$ cat src/rtl/multicycle_ctrl_pkg.sv
// Shared constants for the multi-cycle RV32I control FSM: state codes, opcodes,
// datapath select codes, ALU operation codes and the per-cycle control bundle.
package multicycle_ctrl_pkg;

  // FSM state codes
  localparam logic [2:0] StIf   = 3'd0;
  localparam logic [2:0] StId   = 3'd1;
  localparam logic [2:0] StEx   = 3'd2;
  localparam logic [2:0] StMem  = 3'd3;
  localparam logic [2:0] StWb   = 3'd4;
  localparam logic [2:0] StHalt = 3'd5;

  // RV32I major opcodes handled by this core
  localparam logic [6:0] OpcR      = 7'b0110011;
  localparam logic [6:0] OpcI      = 7'b0010011;
  localparam logic [6:0] OpcLoad   = 7'b0000011;
  localparam logic [6:0] OpcStore  = 7'b0100011;
  localparam logic [6:0] OpcBranch = 7'b1100011;
  localparam logic [6:0] OpcJal    = 7'b1101111;
  localparam logic [6:0] OpcJalr   = 7'b1100111;
  localparam logic [6:0] OpcSystem = 7'b1110011;

  // ALU operand A select
  localparam logic [1:0] SrcAPc    = 2'd0;
  localparam logic [1:0] SrcAOldPc = 2'd1;
  localparam logic [1:0] SrcARegA  = 2'd2;

  // ALU operand B select
  localparam logic [1:0] SrcBRegB  = 2'd0;
  localparam logic [1:0] SrcBFour  = 2'd1;
  localparam logic [1:0] SrcBImm   = 2'd2;
  localparam logic [1:0] SrcBZero  = 2'd3;

  // Register file write data select
  localparam logic [1:0] RdAluOut  = 2'd0;
  localparam logic [1:0] RdMdr     = 2'd1;
  localparam logic [1:0] RdPc      = 2'd2;

  // ALU operation codes shared with the ALU
  localparam logic [3:0] AluAdd  = 4'd0;
  localparam logic [3:0] AluSub  = 4'd1;
  localparam logic [3:0] AluSll  = 4'd2;
  localparam logic [3:0] AluSlt  = 4'd3;
  localparam logic [3:0] AluSltu = 4'd4;
  localparam logic [3:0] AluXor  = 4'd5;
  localparam logic [3:0] AluSrl  = 4'd6;
  localparam logic [3:0] AluOr   = 4'd7;
  localparam logic [3:0] AluAnd  = 4'd8;
  localparam logic [3:0] AluBeq  = 4'd9;
  localparam logic [3:0] AluBne  = 4'd10;
  localparam logic [3:0] AluBlt  = 4'd11;
  localparam logic [3:0] AluBge  = 4'd12;
  localparam logic [3:0] AluBltu = 4'd13;
  localparam logic [3:0] AluBgeu = 4'd14;
  localparam logic [3:0] AluEca  = 4'd15;

  typedef enum logic [2:0] {
    ClsNone,
    ClsAlu,
    ClsMem,
    ClsBranch,
    ClsJal,
    ClsJalr,
    ClsEcall
  } insn_class_e;

  typedef struct packed {
    logic       mem_read;
    logic       mem_write;
    logic       iord;
    logic       ir_write;
    logic       mdr_write;
    logic       old_pc_write;
    logic       pc_write;
    logic       pc_source;
    logic       aluout_write;
    logic [1:0] alu_src_a;
    logic [1:0] alu_src_b;
    logic       reg_write;
    logic [1:0] rd_src;
    logic       is_ecall;
  } ctrl_t;

  function automatic insn_class_e decode_class(input logic [6:0] opcode);
    insn_class_e cls;
    unique case (opcode)
      OpcR, OpcI:         cls = ClsAlu;
      OpcLoad, OpcStore:  cls = ClsMem;
      OpcBranch:          cls = ClsBranch;
      OpcJal:             cls = ClsJal;
      OpcJalr:            cls = ClsJalr;
      OpcSystem:          cls = ClsEcall;
      default:            cls = ClsNone;
    endcase
    return cls;
  endfunction

endpackage

$ cat src/rtl/multicycle_ctrl_alu_op_decode.sv
// Combinational ALU operation decode from FSM state and IR fields. Outside EX the
// ALU is only used for address/PC arithmetic, so it defaults to ADD.
module multicycle_ctrl_alu_op_decode
  import multicycle_ctrl_pkg::*;
#(
  parameter int unsigned AluOpW = 4
) (
  input  logic [2:0]        state_i,
  input  logic [6:0]        opcode_i,
  input  logic [2:0]        funct3_i,
  input  logic              funct7_5_i,
  output logic [AluOpW-1:0] alu_op_o
);

  logic [3:0] op;

  always_comb begin
    op = AluAdd;
    if (state_i == StEx) begin
      case (decode_class(opcode_i))
        ClsAlu: begin
          unique case (funct3_i)
            // funct7_5 selects SUB only for register-register ops; ADDI ignores it
            3'b000:  op = (opcode_i == OpcR && funct7_5_i) ? AluSub : AluAdd;
            3'b001:  op = AluSll;
            3'b010:  op = AluSlt;
            3'b011:  op = AluSltu;
            3'b100:  op = AluXor;
            3'b101:  op = AluSrl;   // no arithmetic shift in this core
            3'b110:  op = AluOr;
            3'b111:  op = AluAnd;
            default: op = AluAdd;
          endcase
        end
        ClsBranch: begin
          case (funct3_i)
            3'b001:  op = AluBne;
            3'b100:  op = AluBlt;
            3'b101:  op = AluBge;
            3'b110:  op = AluBltu;
            3'b111:  op = AluBgeu;
            default: op = AluBeq;
          endcase
        end
        ClsEcall: op = AluEca;
        default:  op = AluAdd;
      endcase
    end
  end

  assign alu_op_o = AluOpW'(op);

endmodule

$ cat src/rtl/multicycle_ctrl.sv
// Main sequencing FSM of the multi-cycle RV32I core. Drives the shared ALU, the
// single memory port and the register file write controls cycle by cycle.
module multicycle_ctrl
  import multicycle_ctrl_pkg::*;
#(
  parameter int unsigned AluOpW    = 4,
  parameter bit          EcallHalt = 1'b1
) (
  input  logic              clk_i,
  input  logic              rst_ni,
  input  logic [6:0]        opcode_i,
  input  logic [2:0]        funct3_i,
  input  logic              funct7_5_i,
  input  logic              alu_bcond_i,
  input  logic              mem_ready_i,
  output logic              mem_read_o,
  output logic              mem_write_o,
  output logic              iord_o,
  output logic              ir_write_o,
  output logic              mdr_write_o,
  output logic              old_pc_write_o,
  output logic              pc_write_o,
  output logic              pc_source_o,
  output logic              aluout_write_o,
  output logic [1:0]        alu_src_a_o,
  output logic [1:0]        alu_src_b_o,
  output logic [AluOpW-1:0] alu_op_o,
  output logic              reg_write_o,
  output logic [1:0]        rd_src_o,
  output logic              is_ecall_o,
  output logic              halt_o
);

  logic [2:0]        state_q, state_d;
  insn_class_e       cls;
  logic              is_load;
  ctrl_t             ctrl;
  logic [AluOpW-1:0] alu_op;

  assign cls     = decode_class(opcode_i);
  assign is_load = (opcode_i == OpcLoad);

  multicycle_ctrl_alu_op_decode #(
    .AluOpW(AluOpW)
  ) u_alu_op_decode (
    .state_i   (state_q),
    .opcode_i  (opcode_i),
    .funct3_i  (funct3_i),
    .funct7_5_i(funct7_5_i),
    .alu_op_o  (alu_op)
  );

  always_ff @(posedge clk_i or negedge rst_ni) begin
    if (!rst_ni) begin
      state_q <= StIf;
    end else begin
      state_q <= state_d;
    end
  end

  always_comb begin
    ctrl    = '0;
    state_d = state_q;
    case (state_q)
      StIf: begin
        ctrl.mem_read  = 1'b1;
        ctrl.alu_src_a = SrcAPc;
        ctrl.alu_src_b = SrcBFour;
        if (mem_ready_i) begin
          ctrl.ir_write     = 1'b1;
          ctrl.old_pc_write = 1'b1;
          ctrl.pc_write     = 1'b1;
          state_d           = StId;
        end
      end
      StId: begin
        // Precompute old_pc + imm so branches and JAL find their target in ALUOut
        ctrl.alu_src_a    = SrcAOldPc;
        ctrl.alu_src_b    = SrcBImm;
        ctrl.aluout_write = 1'b1;
        ctrl.is_ecall     = (cls == ClsEcall);
        state_d           = (cls == ClsNone) ? StIf : StEx;
      end
      StEx: begin
        state_d = StIf;
        case (cls)
          ClsAlu: begin
            ctrl.alu_src_a    = SrcARegA;
            ctrl.alu_src_b    = (opcode_i == OpcR) ? SrcBRegB : SrcBImm;
            ctrl.aluout_write = 1'b1;
            state_d           = StWb;
          end
          ClsMem: begin
            ctrl.alu_src_a    = SrcARegA;
            ctrl.alu_src_b    = SrcBImm;
            ctrl.aluout_write = 1'b1;
            state_d           = StMem;
          end
          ClsBranch: begin
            ctrl.alu_src_a = SrcARegA;
            ctrl.alu_src_b = SrcBRegB;
            if (alu_bcond_i) begin
              ctrl.pc_write  = 1'b1;
              ctrl.pc_source = 1'b1;
            end
          end
          ClsJal: begin
            ctrl.reg_write = 1'b1;
            ctrl.rd_src    = RdPc;
            ctrl.pc_write  = 1'b1;
            ctrl.pc_source = 1'b1;
          end
          ClsJalr: begin
            ctrl.alu_src_a = SrcARegA;
            ctrl.alu_src_b = SrcBImm;
            ctrl.reg_write = 1'b1;
            ctrl.rd_src    = RdPc;
            ctrl.pc_write  = 1'b1;
            ctrl.pc_source = 1'b0;
          end
          ClsEcall: begin
            ctrl.is_ecall  = 1'b1;
            ctrl.alu_src_a = SrcARegA;
            if (alu_bcond_i && EcallHalt) begin
              state_d = StHalt;
            end
          end
          default: state_d = StIf;
        endcase
      end
      StMem: begin
        ctrl.iord = 1'b1;
        if (is_load) begin
          ctrl.mem_read = 1'b1;
          if (mem_ready_i) begin
            ctrl.mdr_write = 1'b1;
            state_d        = StWb;
          end
        end else begin
          ctrl.mem_write = 1'b1;
          if (mem_ready_i) begin
            state_d = StIf;
          end
        end
      end
      StWb: begin
        ctrl.reg_write = 1'b1;
        ctrl.rd_src    = is_load ? RdMdr : RdAluOut;
        state_d        = StIf;
      end
      StHalt: state_d = StHalt;
      default: state_d = StIf;
    endcase
  end

  // Reset forces every output low combinationally so an in-flight request drops at once
  assign mem_read_o     = rst_ni & ctrl.mem_read;
  assign mem_write_o    = rst_ni & ctrl.mem_write;
  assign iord_o         = rst_ni & ctrl.iord;
  assign ir_write_o     = rst_ni & ctrl.ir_write;
  assign mdr_write_o    = rst_ni & ctrl.mdr_write;
  assign old_pc_write_o = rst_ni & ctrl.old_pc_write;
  assign pc_write_o     = rst_ni & ctrl.pc_write;
  assign pc_source_o    = rst_ni & ctrl.pc_source;
  assign aluout_write_o = rst_ni & ctrl.aluout_write;
  assign alu_src_a_o    = rst_ni ? ctrl.alu_src_a : 2'd0;
  assign alu_src_b_o    = rst_ni ? ctrl.alu_src_b : 2'd0;
  assign alu_op_o       = rst_ni ? alu_op : '0;
  assign reg_write_o    = rst_ni & ctrl.reg_write;
  assign rd_src_o       = rst_ni ? ctrl.rd_src : 2'd0;
  assign is_ecall_o     = rst_ni & ctrl.is_ecall;
  assign halt_o         = rst_ni & (state_q == StHalt);

  assert property (@(posedge clk_i) disable iff (!rst_ni) !(mem_read_o && mem_write_o));
  assert property (@(posedge clk_i) disable iff (!rst_ni)
                   reg_write_o |-> (state_q == StEx || state_q == StWb));

endmodule

$ cat config.mk
export PLATFORM = sky130hd
export DESIGN_NAME = multicycle_ctrl
export DESIGN_NICKNAME = d
export VERILOG_FILES = /design/src/rtl/multicycle_ctrl_pkg.sv /design/src/rtl/multicycle_ctrl_alu_op_decode.sv /design/src/rtl/multicycle_ctrl.sv
export SDC_FILE = /design/constraint.sdc
export NUM_CORES = 1
export LEC_CHECK = 0
export ABC_AREA = 1
export CAP_MARGIN = 20
export CORE_UTILIZATION = 45
export CTS_CLUSTER_SIZE = 28
export DETAILED_ROUTE_END_ITERATION = 16
export PLACE_DENSITY_LB_ADDON = 0.05
export SLEW_MARGIN = 20
export SYNTH_ARGS = -nofsm -noshare
export SYNTH_HDL_FRONTEND = slang
export SYNTH_HIERARCHICAL = 1
export SYNTH_SLANG_ARGS = --single-unit
$ cat constraint.sdc
create_clock -name clk_i -period 4.1 [get_ports clk_i]
set_clock_uncertainty 0.2 [all_clocks]
set_input_delay 0.82 -clock clk_i [delete_from_list [all_inputs] [get_ports clk_i]]
set_output_delay 0.82 -clock clk_i [all_outputs]
set_load 0.02 [all_outputs]
== Yosys cells after proc, flatten, opt, wreduce, memory -nomap -nowiden ==
Cells that the tools add are included.
Cells by class
  reduce and logical (&&, ||, !) cells: 11
  equality and inequality tests: 31
  bitwise logic cells: 12
  mux-type cells: 44
Operator list (number)
  case mux 4 bit (8 select lines): 1
  equality test 3 bit (second input constant): 10
  case mux 3 bit (5 select lines): 2
  equality test 7 bit (second input constant): 4
  case mux 4 bit (3 select lines): 2
  equality test 3 x 2 -> 1 bit (second input constant): 7
  two-way mux 3 bit: 7
  two-way mux 2 bit: 9
  case mux 3 bit (6 select lines): 1
  equality test 7 x 6 -> 1 bit (second input constant): 2
  bitwise AND 1 bit: 12
  equality test 3 x 1 -> 1 bit (second input constant): 4
  two-way mux 1 bit: 12
  OR reduction 2 bit: 5
  logical NOT 3 bit: 3
  case mux 3 bit (3 select lines): 1
  two-way mux 4 bit: 2
  case mux 1 bit (2 select lines): 4
  equality test 7 x 2 -> 1 bit (second input constant): 1
  equality test 7 x 5 -> 1 bit (second input constant): 1
  case mux 2 bit (3 select lines): 1
  case mux 3 bit (2 select lines): 1
  OR reduction 5 bit: 1
  != test 2 bit (second input constant): 2
  other kinds (3): 3
Storage, ports and cells
  output and inout bits: 22
  word-level logic and storage cells: 99
  flip-flop bits (word level): 3

== Depth between registers and ports, before layout ==
  depth in word-level cells: 8
  gate-level depth with buffers: 12

== Cells and area by module ==
Netlist, hierarchy kept.
By module, submodules not included
  multicycle_ctrl: area each 608.1 um2, cells an instance 113, times used 1
  multicycle_ctrl_alu_op_decode: area each 241.5 um2, cells an instance 51, times used 1

== Least setup slack after synthesis ==
Ideal clock, no wire load.
  path type: input to output
  from: input opcode_i[6]
  to: output pc_write_o
  required time: 3.080 ns
  slack: 1.138 ns
  arrival time: 1.942 ns
  stages: 12
  path through: inv_1 > nand3_1 > inv_1 > nand2_1 > nand3_2 > ha_1 > inv_1 > nor2_2 > nand3_2 > nand2_2 > nor2_1 > nand2_1
Between the ends
  word-level cells in the longest chain between the ends: 7
Ends and longest elaborated chain
  start: declaration: line multicycle_ctrl.sv:11  | input logic [6:0] opcode_i,
  equality test 7 x 2 -> 1 bit (tied with other cells): line multicycle_ctrl_pkg.sv:86  | unique case (opcode)
  OR reduction 2 bit: line multicycle_ctrl_pkg.sv:86
  case mux 3 bit (6 select lines) *: line multicycle_ctrl_pkg.sv:86
  equality test 3 bit / equality test 3 x 2 -> 1 bit (equally long branches): line multicycle_ctrl.sv:86  | case (cls)
  case mux 2 bit (3 select lines) *: line multicycle_ctrl.sv:86
  case mux 1 bit (2 select lines) *: line multicycle_ctrl.sv:64  | case (state_q)
  bitwise AND 1 bit *: line multicycle_ctrl.sv:163  | assign pc_write_o = rst_ni & ctrl.pc_write;
  end: declaration: line multicycle_ctrl.sv:22  | output logic pc_write_o,
Mark *: on every way between the ends. The rest lies on a longest branch, timed or not.

== Worst setup path in the final report ==
  from: input opcode_i[6]
  to: output pc_source_o
Between the ends
  word-level cells in the longest chain between the ends: 7
Ends and longest elaborated chain
  equality test 7 x 2 -> 1 bit (tied with other cells): line multicycle_ctrl_pkg.sv:86
  OR reduction 2 bit: line multicycle_ctrl_pkg.sv:86
  case mux 3 bit (6 select lines) *: line multicycle_ctrl_pkg.sv:86
  equality test 3 bit / equality test 3 x 2 -> 1 bit (equally long branches): line multicycle_ctrl.sv:86
  case mux 2 bit (3 select lines) *: line multicycle_ctrl.sv:86
  two-way mux 1 bit *: line multicycle_ctrl.sv:64
  bitwise AND 1 bit *: line multicycle_ctrl.sv:164  | assign pc_source_o = rst_ni & ctrl.pc_source;
  end: declaration: line multicycle_ctrl.sv:23  | output logic pc_source_o,
Marked as above.

==> flow_summary.json <==
{
  "status": "finished, final reports clean",
  "route.detailed.drc": 0,
  "wl_per_cell_um": 9.78,
  "largest_register": "state_q",
  "maxCapViolCount": 0,
  "wl_mm": 2.26,
  "place_congestion": 0.827,
  "path_cells": "clkdlybuf4s50_1, inv_1, nand3_1, inv_1, nand2_1, nand3_2, ha_1, inv_1, nor2_2, nand3_2, nand2_2, clkdlybuf4s50_1",
  "synth.distinct_cells": 24,
  "drtIter0Drc": 20,
  "cts_buffers": 3,
  "ant_nets": 0,
  "worstMarginPinSlew_ns": 0.399,
  "clock-sinks": 3,
  "cts.clk_slew.worst_paths_ns": 0.04,
  "reg_top3": "state_q: 3 flops",
  "cts_tree": "yes",
  "slowest_delay_ns": 0.60,
  "fillers": 163,
  "synthTopCellsByCount": "nand2_1 (36), inv_1 (35), nor2_1 (22)",
  "slew_headroom_pct": 73.2,
  "yosys_register_bits": 3,
  "p_leak_nw": 0.686,
  "grt_pass1_wl_mm": 3.69,
  "instances_no_fill": 231,
  "end_kind": "primary output",
  "crit_type": "input port to primary output",
  "grt_overflow": 0,
  "mappedNetlistNets": 181,
  "die_y_um": 45.5,
  "row_count": 15,
  "synth_area_um2": 850,
  "min_path_cells": 2,
  "maxSlewViolCount": 0,
  "io_buffers": 36,
  "io_pins": 37,
  "clock_path_buffers": 2,
  "viasPerCell": 4.86,
  "netlist_instances": 164,
  "crit_top_cell": "inv_1",
  "clockRootBuffer": "clkbuf_4",
  "synthTopCellsByArea": "nand2_1 (16%), inv_1 (15%), nor2_1 (9.7%)",
  "required_ns": 3.08,
  "dp_hpwl_mm": 1.91,
  "hold_viol": 0,
  "rr_startpoint": "state_q[2]$_DFFE_PN0P_",
  "worstReg2RegEnd": "state_q[2]$_DFFE_PN0P_",
  "crit_buf_inv": 5,
  "synth_seq_area_share_pct": 8.84,
  "timing.final.ws_setup_ns": 0.172,
  "synth.most_common_cell": "nand2_1",
  "utilization_pct": 73.6,
  "critPathSlowestCell": "clkdlybuf4s50_1",
  "regArea_um2": 75.1,
  "synth_ff_type": "dfrtp_1",
  "critPathTopFamily": "buffers and inverters",
  "start_kind": "input port",
  "hp-class": "register to register",
  "timing.final.crit_period_ns": 3.93,
  "vias": 1123,
  "r2r_cells": 5,
  "holdBufCountCts": 0,
  "synth_top_area_cell": "nand2_1",
  "grt_max_degree": 10,
  "yosysWarnings": 6,
  "dp.cells": 227,
  "multiInputGateArea_um2": 624,
  "antenna_found_initial": 0,
  "reg2reg_slack_ns": 2.67,
  "first_global_vias": 936,
  "cellPowerDensity_mw_per_mm2": 210,
  "hold_slack_ns": 0.486,
  "worstHoldStart": "state_q[2]$_DFFE_PN0P_",
  "initial_utilization_pct": 48.7,
  "min_period_over_period_pct": 95.8,
  "tns_ns": 0,
  "peakVddDrop_mv": 0.168,
  "synth_top_area_share_pct": 15.9,
  "crit_path_max_fanout": 5,
  "syn_avg_cell_area_um2": 5.18,
  "drive_gt1_share_pct": 15.5,
  "setup_viol": 0,
  "pre_cts_slack_ns": 0.0818,
  "async_reset_ff_share_pct": 100,
  "synth_enable_flop_cells": 0,
  "rsz0062_at_grt": "false",
  "die_x_um": 45.5,
  "fp.coreArea_mm2": 0.00175,
  "die-area_mm2": 0.00207,
  "first_pass_iters": 4,
  "grtUsageTotal_pct": 23.8,
  "fin_nets": 224,
  "largest_register_ffs": 3,
  "insertion_delay_ns": 0.24,
  "htreeDepth": 1,
  "hold_path_end": "state_q[2]$_DFFE_PN0P_",
  "n_antenna_cell": 0,
  "syn_to_final_growth_pct": 51.3,
  "fmax_ghz": 0.255,
  "crit_arrival_ns": 2.91
}
[cell usage in the layout (no fill, tap or decap), types with 2 or more instances in the layout]
cell type,instances
inv_2,3
clkdlybuf4s50_1,35
buf_4,3
o21ai_0,3
nand2_2,8
ha_1,2
nand4_1,2
nor2_2,7
inv_1,35
a21oi_2,2
nand2_1,36
o21a_1,2
a21oi_1,7
nor2_1,22
dfrtp_1,3
clkbuf_4,3
nand3_1,16
nor3_1,4
nand3_2,4
[worst max path at each step]
| stage | startpoint | slack (ns) | cells past startpoint | endpoint |
|---|---|---|---|---|
| after floorplan | opcode_i[6] | 1.14 | 12 | pc_write_o |
| after global placement | opcode_i[6] | 0.15 | 14 | pc_write_o |
| after detailed placement | opcode_i[6] | 0.08 | 14 | pc_write_o |
| after CTS | opcode_i[6] | 0.08 | 14 | pc_write_o |
| after global routing | opcode_i[6] | 0.01 | 12 | pc_source_o |
| final | opcode_i[6] | 0.17 | 12 | pc_source_o |
[cells by family after synthesis]
| logic type | Yosys count | share of synthesized area (%) |
|---|---|---|
| adder cells (fa/ha/maj) | 2 | 2.95 |
| AO/OA/AOI/OAI | 19 | 13.8 |
| buffers and inverters | 39 | 17.7 |
| AND/OR/NAND/NOR | 101 | 56.7 |
| flip-flops | 3 | 8.84 |
[tightest hold or removal path, cell delays in order (launching register included)]
cell and delay, ns:
dfrtp_1 0.40, nand2_1 0.13, a31oi_1 0.10
[per-stage QoR]
step	area, µm²	total power (W)
final	1280	0.000270
after global routing	1280	0.000293
after CTS	1280	0.000272
after detailed placement	1260	0.000214
after global placement	1260	0.000211
after floorplan	850	0.000141
[final cells by class]
class / instances / area share, %
multi-input combinational: 122 / 48.6
timing repair buffer: 39 / 30.0
inverter: 38 / 11.1
sequential: 3 / 5.84
tap: 25 / 2.43
clock buffer: 4 / 2.04
[metal layers]
| layer | part of all wire [%] | vias up | wire length (µm) | GRT usage (%) |
|---|---|---|---|---|
| li1 | - | 596 | - | - |
| met1 | 47 | 501 | 1070 | 31.5 |
| met2 | 49 | 24 | 1100 | 40.9 |
| met3 | 3.3 | 2 | 74 | 1.59 |
| met4 | 0.97 | 0 | 22 | 7.27 |
| met5 | 0 | - | 0 | 0 |
[power breakdown]
group | switching (W) | internal (W) | total, W
Combinational | 0.0000992 | 0.0000722 | 0.000171
Sequential | 0.00000716 | 0.0000356 | 0.0000428
Clock | 0.0000190 | 0.0000367 | 0.0000557
[what timing repair did]
item / CTS / global route
endpoints found under the setup margin: 0 / 1
gates resized for setup: 0 / 1
buffers inserted: 0 / 0
Note: power is estimated with default switching activity, not from simulation.
